### src/rtl/seven_seg_scan_ctrl.sv
// seven_seg_scan_ctrl: time-multiplexed scan of NUM_DIGITS hex digits through
// one shared 7-segment decoder. Each digit slot opens with BLANK_CYCLES of
// all-digits-off so the decoder settles before the next digit lights.
// Displayed data is a frame-coherent snapshot taken at the frame boundary.
// Optional build macro: LEADING_ZERO_BLANK_EN (suppress leading zero digits).
module seven_seg_scan_ctrl #(
   parameter int NUM_DIGITS          = 4,
   parameter int REFRESH_DIV         = 50000,
   parameter int BLANK_CYCLES        = 64,
   parameter int DIGIT_EN_ACTIVE_LOW = 1
) (
   input  logic                    i_clk,
   input  logic                    i_rst_n,
   input  logic [4*NUM_DIGITS-1:0] i_value,
   input  logic [NUM_DIGITS-1:0]   i_dp,
   input  logic                    i_load,
   output logic [3:0]              o_nibble,
   output logic                    o_dp,
   output logic [NUM_DIGITS-1:0]   o_digit_en,
   output logic                    o_frame_done
);

   localparam int CNT_W = (REFRESH_DIV > 1) ? $clog2(REFRESH_DIV) : 1;
   localparam int IDX_W = $clog2(NUM_DIGITS);

   localparam logic [CNT_W-1:0] CNT_LAST   = CNT_W'(REFRESH_DIV - 1);
   localparam logic [CNT_W-1:0] BLANK_LAST = CNT_W'(BLANK_CYCLES - 1);
   localparam logic [IDX_W-1:0] IDX_LAST   = IDX_W'(NUM_DIGITS - 1);
   localparam logic [NUM_DIGITS-1:0] EN_OFF =
      (DIGIT_EN_ACTIVE_LOW != 0) ? {NUM_DIGITS{1'b1}} : {NUM_DIGITS{1'b0}};

   typedef enum logic {ST_BLANK = 1'b0, ST_SHOW = 1'b1} state_e;

   state_e                  state_q, state_d;
   logic [CNT_W-1:0]        cnt_q, cnt_d;
   logic [IDX_W-1:0]        idx_q, idx_d;
   logic [4*NUM_DIGITS-1:0] act_val_q, act_val_d;
   logic [NUM_DIGITS-1:0]   act_dp_q, act_dp_d;
   logic [4*NUM_DIGITS-1:0] pend_val_q, pend_val_d;
   logic [NUM_DIGITS-1:0]   pend_dp_q, pend_dp_d;
   logic                    pend_vld_q, pend_vld_d;

   logic [3:0]              nibble_d;
   logic                    dp_d;
   logic [NUM_DIGITS-1:0]   digit_en_d;
   logic                    frame_done_d;

   logic cnt_last, idx_last, frame_bnd;

   assign cnt_last  = (cnt_q == CNT_LAST);
   assign idx_last  = (idx_q == IDX_LAST);
   assign frame_bnd = (cnt_q == '0) && (idx_q == '0);

   // Slot counter and digit index step together; index advances on slot wrap
   always_comb begin
      cnt_d = cnt_last ? '0 : cnt_q + CNT_W'(1);
      idx_d = idx_q;
      if (cnt_last) idx_d = idx_last ? '0 : idx_q + IDX_W'(1);
   end

   // State register: counter, index and BLANK/SHOW phase
   always_ff @(posedge i_clk or negedge i_rst_n) begin
      if (!i_rst_n) begin
         state_q <= ST_BLANK;
         cnt_q   <= '0;
         idx_q   <= '0;
      end else begin
         state_q <= state_d;
         cnt_q   <= cnt_d;
         idx_q   <= idx_d;
      end
   end

   // Next-state logic: BLANK for the first BLANK_CYCLES counts of each slot
   always_comb begin
      state_d = state_q;
      unique case (state_q)
         ST_BLANK: if (cnt_q == BLANK_LAST) state_d = ST_SHOW;
         ST_SHOW:  if (cnt_last)            state_d = ST_BLANK;
         default:                           state_d = ST_BLANK;
      endcase
   end

   // Snapshot capture: loads park in pending, promoted only at the frame
   // boundary; a load landing on the boundary itself goes straight to active
   always_comb begin
      act_val_d  = act_val_q;
      act_dp_d   = act_dp_q;
      pend_val_d = pend_val_q;
      pend_dp_d  = pend_dp_q;
      pend_vld_d = pend_vld_q;
      if (frame_bnd) begin
         if (i_load) begin
            act_val_d = i_value;
            act_dp_d  = i_dp;
         end else if (pend_vld_q) begin
            act_val_d = pend_val_q;
            act_dp_d  = pend_dp_q;
         end
         pend_vld_d = 1'b0;
      end else if (i_load) begin
         pend_val_d = i_value;
         pend_dp_d  = i_dp;
         pend_vld_d = 1'b1;
      end
   end

   // Active / pending value registers
   always_ff @(posedge i_clk or negedge i_rst_n) begin
      if (!i_rst_n) begin
         act_val_q  <= '0;
         act_dp_q   <= '0;
         pend_val_q <= '0;
         pend_dp_q  <= '0;
         pend_vld_q <= 1'b0;
      end else begin
         act_val_q  <= act_val_d;
         act_dp_q   <= act_dp_d;
         pend_val_q <= pend_val_d;
         pend_dp_q  <= pend_dp_d;
         pend_vld_q <= pend_vld_d;
      end
   end

   // Output logic: uses the post-boundary snapshot so a boundary load is
   // visible from the very first slot of its frame
   always_comb begin
      logic                  show_ok;
      logic [NUM_DIGITS-1:0] onehot;
`ifdef LEADING_ZERO_BLANK_EN
      logic [NUM_DIGITS-1:0] hi_zero;
`endif
      nibble_d = 4'h0;
      dp_d     = 1'b0;
      onehot   = '0;
      for (int k = 0; k < NUM_DIGITS; k++) begin
         if (idx_q == IDX_W'(k)) begin
            nibble_d  = act_val_d[4*k +: 4];
            dp_d      = act_dp_d[k];
            onehot[k] = 1'b1;
         end
      end
`ifdef LEADING_ZERO_BLANK_EN
      // hi_zero[k]: digit k and everything above it are zero with no dp
      hi_zero = '0;
      hi_zero[NUM_DIGITS-1] = (act_val_d[4*NUM_DIGITS-4 +: 4] == 4'h0) &&
                              !act_dp_d[NUM_DIGITS-1];
      for (int k = NUM_DIGITS - 2; k >= 0; k--)
         hi_zero[k] = hi_zero[k+1] && (act_val_d[4*k +: 4] == 4'h0) && !act_dp_d[k];
      show_ok = 1'b1;
      for (int k = 1; k < NUM_DIGITS; k++)
         if (idx_q == IDX_W'(k) && hi_zero[k]) show_ok = 1'b0;
`else
      show_ok = 1'b1;
`endif
      if (state_q == ST_SHOW && show_ok)
         digit_en_d = (DIGIT_EN_ACTIVE_LOW != 0) ? ~onehot : onehot;
      else
         digit_en_d = EN_OFF;
      frame_done_d = idx_last && cnt_last;
   end

   // Registered outputs
   always_ff @(posedge i_clk or negedge i_rst_n) begin
      if (!i_rst_n) begin
         o_nibble     <= 4'h0;
         o_dp         <= 1'b0;
         o_digit_en   <= EN_OFF;
         o_frame_done <= 1'b0;
      end else begin
         o_nibble     <= nibble_d;
         o_dp         <= dp_d;
         o_digit_en   <= digit_en_d;
         o_frame_done <= frame_done_d;
      end
   end

endmodule

### config.mk
export PLATFORM = sky130hd
export DESIGN_NAME = seven_seg_scan_ctrl
export DESIGN_NICKNAME = d
export VERILOG_FILES = /design/src/rtl/seven_seg_scan_ctrl.sv
export SDC_FILE = /design/constraint.sdc
export NUM_CORES = 1
export LEC_CHECK = 0
export ABC_CLOCK_PERIOD_IN_PS = 6200
export CORE_UTILIZATION = 50
export CTS_BUF_LIST = sky130_fd_sc_hd__clkbuf_4
export CTS_CLUSTER_DIAMETER = 30
export CTS_CLUSTER_SIZE = 10
export DETAILED_ROUTE_END_ITERATION = 8
export PLACE_DENSITY = 0.71
export SETUP_SLACK_MARGIN = 0.02
export SLEW_MARGIN = 20
export SYNTH_ARGS = -nofsm -noshare
export SYNTH_HDL_FRONTEND = slang
export SYNTH_SLANG_ARGS = --single-unit
### constraint.sdc
create_clock -name i_clk -period 6.2 [get_ports i_clk]
set_input_delay 0.62 -clock i_clk [delete_from_list [all_inputs] [get_ports i_clk]]
set_output_delay 0.62 -clock i_clk [all_outputs]
set_load 0.005 [all_outputs]
### Word level (Yosys, flattened, before mapping)

Index checks and enable logic that the tools add are counted.

| storage, ports and cells | value |
|---|---|
| bits in registers | 70 |
| input port bits | 23 |
| output and inout port bits | 10 |

| operators by class | value |
|---|---|
| add/sub/neg operators | 2 |
| eq/ne operators | 5 |
| multiplexer cells | 26 |
| bitwise operators | 3 |
| reductions and logical operators | 6 |

Operator list:

| operator | number |
|---|---|
| 16-bit two-way mux | 4 |
| 4-bit two-way mux | 8 |
| 16-bit by 1-bit adder with 16-bit output (second input constant) | 1 |
| 16-bit equality test (second input constant) | 1 |
| 16-bit by 6-bit equality test with 1-bit output (second input constant) | 1 |
| 16-bit logical NOT | 1 |
| 1-bit two-way mux | 12 |
| 2-bit equality test (second input constant) | 2 |
| 4-bit NOT | 1 |
| 2-bit by 1-bit adder with 2-bit output (second input constant) | 1 |
| 2-bit by 1-bit equality test with 1-bit output (second input constant) | 1 |
| 1-bit logical AND | 2 |
| 2-bit logical NOT | 1 |
| 2-bit two-way mux | 1 |
| 1-bit NOT | 2 |
| 1-bit case mux with 2 select lines | 1 |
| 2-bit AND reduction | 1 |
| 2-bit nonzero test | 1 |

### Logic depth before layout (Yosys ltp)

| depth | value |
|---|---|
| word-level depth | 7 |
| mapped depth | 9 |
| gate-level depth less buffers | 8 |

### Least setup slack after synthesis

No wires, ideal clock.

| timing | value |
|---|---|
| path kind | register -> register |
| start point | register cnt_q[11] |
| end point | register o_nibble[2] |
| library setup time | 0.094 ns |
| data arrival time | 2.438 ns |
| required time | 6.106 ns |
| slack | 3.668 ns |
| stages on the path, launching flop included | 7 |
| path buffers | 0 |
| clock period less this slack | 2.532 ns |
| cell sequence | dfrtp_1 -> or4_4 -> or4_4 -> nor3_4 -> nor2_2 -> or4_4 -> a221oi_2 |

| on the way | value |
|---|---|
| word-level cells in the longest chain between the ends | 7 |

Ends and longest elaborated chain:

| what | line | RTL |
|---|---|---|
| from (decl) | 35 | `logic [CNT_W-1:0] cnt_q, cnt_d;` |
| from (signal assigned) | 69 | `cnt_q <= cnt_d;` |
| 16-bit logical NOT * | 52 | `assign frame_bnd = (cnt_q == '0) && (idx_q == '0);` |
| 1-bit logical AND * | 52 |  |
| 16-bit two-way mux * | 92 | `if (frame_bnd) begin` |
| 4-bit two-way mux (3 in series) | 137 | `if (idx_q == IDX_W'(k)) begin` |
| 4-bit two-way mux * | 137 |  |
| net nibble_d[2] | 43 | `logic [3:0] nibble_d;` |
| to (signal assigned) | 171 | `o_nibble <= nibble_d;` |
| to (decl) | 17 | `output logic [3:0] o_nibble,` |

The timed path passes the listed nets; every way through them passes the cells marked *.
A chain may end at the register's enable or synchronous reset.

### Worst setup path in the final report

| timing | value |
|---|---|
| start point | register cnt_q[11] |
| end point | register pend_val_q[0] |

| on the way | value |
|---|---|
| word-level cells in the longest chain between the ends | 4 |

Ends and longest elaborated chain:

| what | line | RTL |
|---|---|---|
| 16-bit logical NOT | 52 |  |
| 1-bit logical AND | 52 |  |
| 1-bit NOT (no source line) | n/a |  |
| 2-bit AND reduction (no source line) | n/a |  |
| to (signal assigned) | 119 | `pend_val_q <= pend_val_d;` |
| to (decl) | 39 | `logic [4*NUM_DIGITS-1:0] pend_val_q, pend_val_d;` |

Every way passes these cells.

==> qor.txt <==
status - complete, no violations
area share of the leading cell type in the synthesized netlist - 0.471
CTS tree - built
Worst Skew - 0.00620 ns
Root Buffer - sky130_fd_sc_hd__clkbuf_4
maximum number of pins on one net before global-route repair - 71
ANT nets after route - 0
highest-delay cell along the critical path - sky130_fd_sc_hd__nand2_1
share of flip-flops with an asynchronous set or reset - 1.00
share of cells above drive strength 1 - 0.142
flip-flop and latch count after synthesis - 70
Yosys warning total - 0
Initial Util - 0.516
total of max-cap violations - 0
fraction of the mapped netlist area in simple logic gates - 0.220
global-route usage over all layers - 0.233
r2r setup slk - 2.86 ns
insertion delay to the later sink of the worst-skew pair - 0.43 ns
biggest cell delay along the critical path - 0.83 ns
headroom to the max-slew limit - 0.319
count of input and output buffers - 32
CTS Sinks - 70
die span in y - 85.8 um
compound-gate portion of the synthesized area - 0.128
cell seen most often among critical-path stages - sky130_fd_sc_hd__nand2_1
overall die width - 85.8 um
antenna diode instance count - 0
number of hold buffers added after CTS - 0
P per Cell Area - 215 nW/um^2
DR vias/cell - 5.87
placement row count - 30
fin crit period - 3.34 ns
total wirelength of the detailed-routed design - 7.89 mm
growth of design area from synthesis to finish - 14.5%
area of the core - 6790 um^2
I/O pin count - 33
Mapped Area - 3510 um^2
number of library cell types mapped by synthesis - 49
start-to-end type of the worst setup path - reg -> reg
number of nets produced by synthesis - 382
fraction of synthesized cell area in xor and xnor cells - 0.0350
Max Fanout on Critical Path - 21
cell leakage power - 1.70 nW
total die area - 7350 um^2
final HPWL from detailed placement - 5.40 mm
number of fillers in the final layout - 592
Post-CTS Setup Inserts - 0
post-route setup TNS - 0 ns
EDFF count, synth - 0
share of cell area taken by muxes after synthesis - 0.0642
slew at the pin with the worst max-slew slack - 1.01 ns
setup repair after global routing missed its margin - no
count of buffer and inverter cells on the critical path - 0
combined area of the multi-input logic cells - 1640 um^2
type of the tightest min-delay check - in -> async
CTS-repair resized insts - 0
overflow left after global routing - 0
arrival time worst endpoint - 3.66 ns
cell total after placement - 468
first-pass iteration count of the detailed router - 5
Longest Clk Path Bufs - 2
highest clock frequency the design can meet - 0.300 GHz
crit-path cells - or4_4 > nor4_2 > nand2_1 > nand2_1 > mux2_2
sequential-to-total area share from yosys stat - 0.501
required time of the worst setup path - 6.52 ns
number of global-route vias before repair - 2630
adder-cell share of the synthesized area - 0.0214
largest family of logic cells by synthesized area - simple AND/OR/NAND/NOR gates
DR DRC count - 0
final-report hold violation count - 0
initial drt markers - 197
antenna violations before repair - 0
Storage cell area - 1760 um^2
weighted congestion reported at the end of routability-driven placement - 0.909
first-pass GRT wire length - 12.9 mm
count of endpoints failing setup in the final report - 0
Setup crit start kind - flop
count of H-tree levels built during CTS - 3
final core utilization - 0.591
Num CTS Buffers - 9
kind of cell adding the most delay to the critical path - simple AND/OR/NAND/NOR gates
worst vdd ir - 165 uV
primary flip-flop cell chosen by synthesis mapping - sky130_fd_sc_hd__dfrtp_1
CTS clk-pin slew, worst paths - 0.11 ns
largest cells by area after synthesis - sky130_fd_sc_hd__dfrtp_1, sky130_fd_sc_hd__mux2_2, sky130_fd_sc_hd__nor2_1
final max-slew violation count - 0
Net count, final - 412
part of the cycle the worst path needs - 0.538
cell taking the most area after synthesis - sky130_fd_sc_hd__dfrtp_1
Post-Layout Cell Count - 484
category of the worst setup path capture point - flop
total vias in the final route - 2841
Post-Synthesis Cells - 353
average size of a mapped cell - 9.94 um^2
detail-routed net length per standard cell - 16.3 um
-- synth_stat cells, drive strengths merged, types with 5 or more instances --
library cell / count
nand2: 27
and3: 12
inv: 8
nor3: 16
mux2: 20
nand3: 10
or4: 8
buf: 6
nor4: 8
ha: 6
a21oi: 25
xnor2: 5
xor2: 9
clkbuf: 9
dfrtp: 66
nor2: 53
o22ai: 17
-- cells in the final DEF (no fill, tap or decap), types with 5 or more instances in the layout --
master                            netlist  routed
sky130_fd_sc_hd__dfrtp_1               66      66
sky130_fd_sc_hd__nor2_1                51      51
sky130_fd_sc_hd__clkdlybuf4s50_1        0      31
sky130_fd_sc_hd__nand2_1               26      26
sky130_fd_sc_hd__a21oi_1               25      25
sky130_fd_sc_hd__mux2_2                20      20
sky130_fd_sc_hd__o22ai_1               17      17
sky130_fd_sc_hd__nor3_1                14      14
sky130_fd_sc_hd__and3_1                11      11
sky130_fd_sc_hd__nand3_1               10      10
sky130_fd_sc_hd__clkbuf_4               0      10
sky130_fd_sc_hd__xor2_1                 9       9
sky130_fd_sc_hd__inv_1                  8       8
sky130_fd_sc_hd__nor4_1                 7       7
sky130_fd_sc_hd__ha_1                   6       6
sky130_fd_sc_hd__or4_1                  5       5
sky130_fd_sc_hd__xnor2_1                5       5
-- layer usage --
metal | global-route usage | share of wire
met1 | 0.293 | 0.43
met2 | 0.376 | 0.49
met3 | 0.0645 | 0.052
met4 | 0.106 | 0.033
met5 | 0 | 0
-- worst register-to-register path, cell delays in order, from the launching register on --
cell	delay (ns)
sky130_fd_sc_hd__dfrtp_1	0.43
sky130_fd_sc_hd__or4_4	0.56
sky130_fd_sc_hd__nor4_2	0.55
sky130_fd_sc_hd__nand2_1	0.43
sky130_fd_sc_hd__nand2_1	0.83
sky130_fd_sc_hd__mux2_2	0.42
-- flip-flops by register name, summed over array words and instances (netlist names), 2 cells and up --
signal and flops:
act_val_q 16, cnt_q 16, o_digit_en 4, pend_val_q 16, o_nibble 4, pend_dp_q 4
idx_q 2, act_dp_q 4
-- path summary, 6_finish.rpt --
kind                                                   to                    start  cells after the start
worst min register to register    act_val_q[14]$_DFF_PN0_  act_val_q[14]$_DFF_PN0_                      1
max in group asynchronous        pend_dp_q[1]$_DFFE_PN0P_                  i_rst_n                      2
worst min-delay path              act_val_q[15]$_DFF_PN0_                  i_rst_n                      2
worst max-delay path            pend_val_q[0]$_DFFE_PN0P_      cnt_q[11]$_DFF_PN0_                      5
worst max register to register  pend_val_q[0]$_DFFE_PN0P_      cnt_q[11]$_DFF_PN0_                      5
min in group i_clk                act_val_q[14]$_DFF_PN0_  act_val_q[14]$_DFF_PN0_                      1
-- kinds of logic after synthesis --
logic type / count (synthesis)
buf+inv: 25
simple gates: 150
flops: 70
mux: 20
xor+xnor: 14
compound gates: 68
fa+ha+maj: 6
-- power by group --
| group | total (mW) | leakage, nW | switching, mW | internal [mW] |
|---|---|---|---|---|
| Combinational | 0.0778 | 0.772 | 0.0360 | 0.0419 |
| Sequential | 0.503 | 0.852 | 0.0178 | 0.486 |
| Clock | 0.282 | 0.0750 | 0.159 | 0.123 |
| Total | 0.863 | 1.70 | 0.213 | 0.650 |
-- per-stage QoR --
step                hold WS [ns]  area [um^2]  setup WS [ns]  power, mW
CTS                        0.402         4020           2.82      0.872
finish                     0.366         4020           2.86      0.863
detailed placement         0.478         3890           2.84      0.591
global placement           0.465         3890           2.95      0.588
floorplan                  0.324         3510           3.67      0.547
global route               0.439         4020           2.61      0.901
-- cell type report --
cell class | count | area share
clock inverters | 6 | 0.0131
multi-input cells | 258 | 0.409
repair buffers | 34 | 0.0822
inverters | 10 | 0.00935
well taps | 96 | 0.0299
flip-flops and latches | 70 | 0.437
clock buffers | 10 | 0.0187
Power figures use the tool's default switching activity.
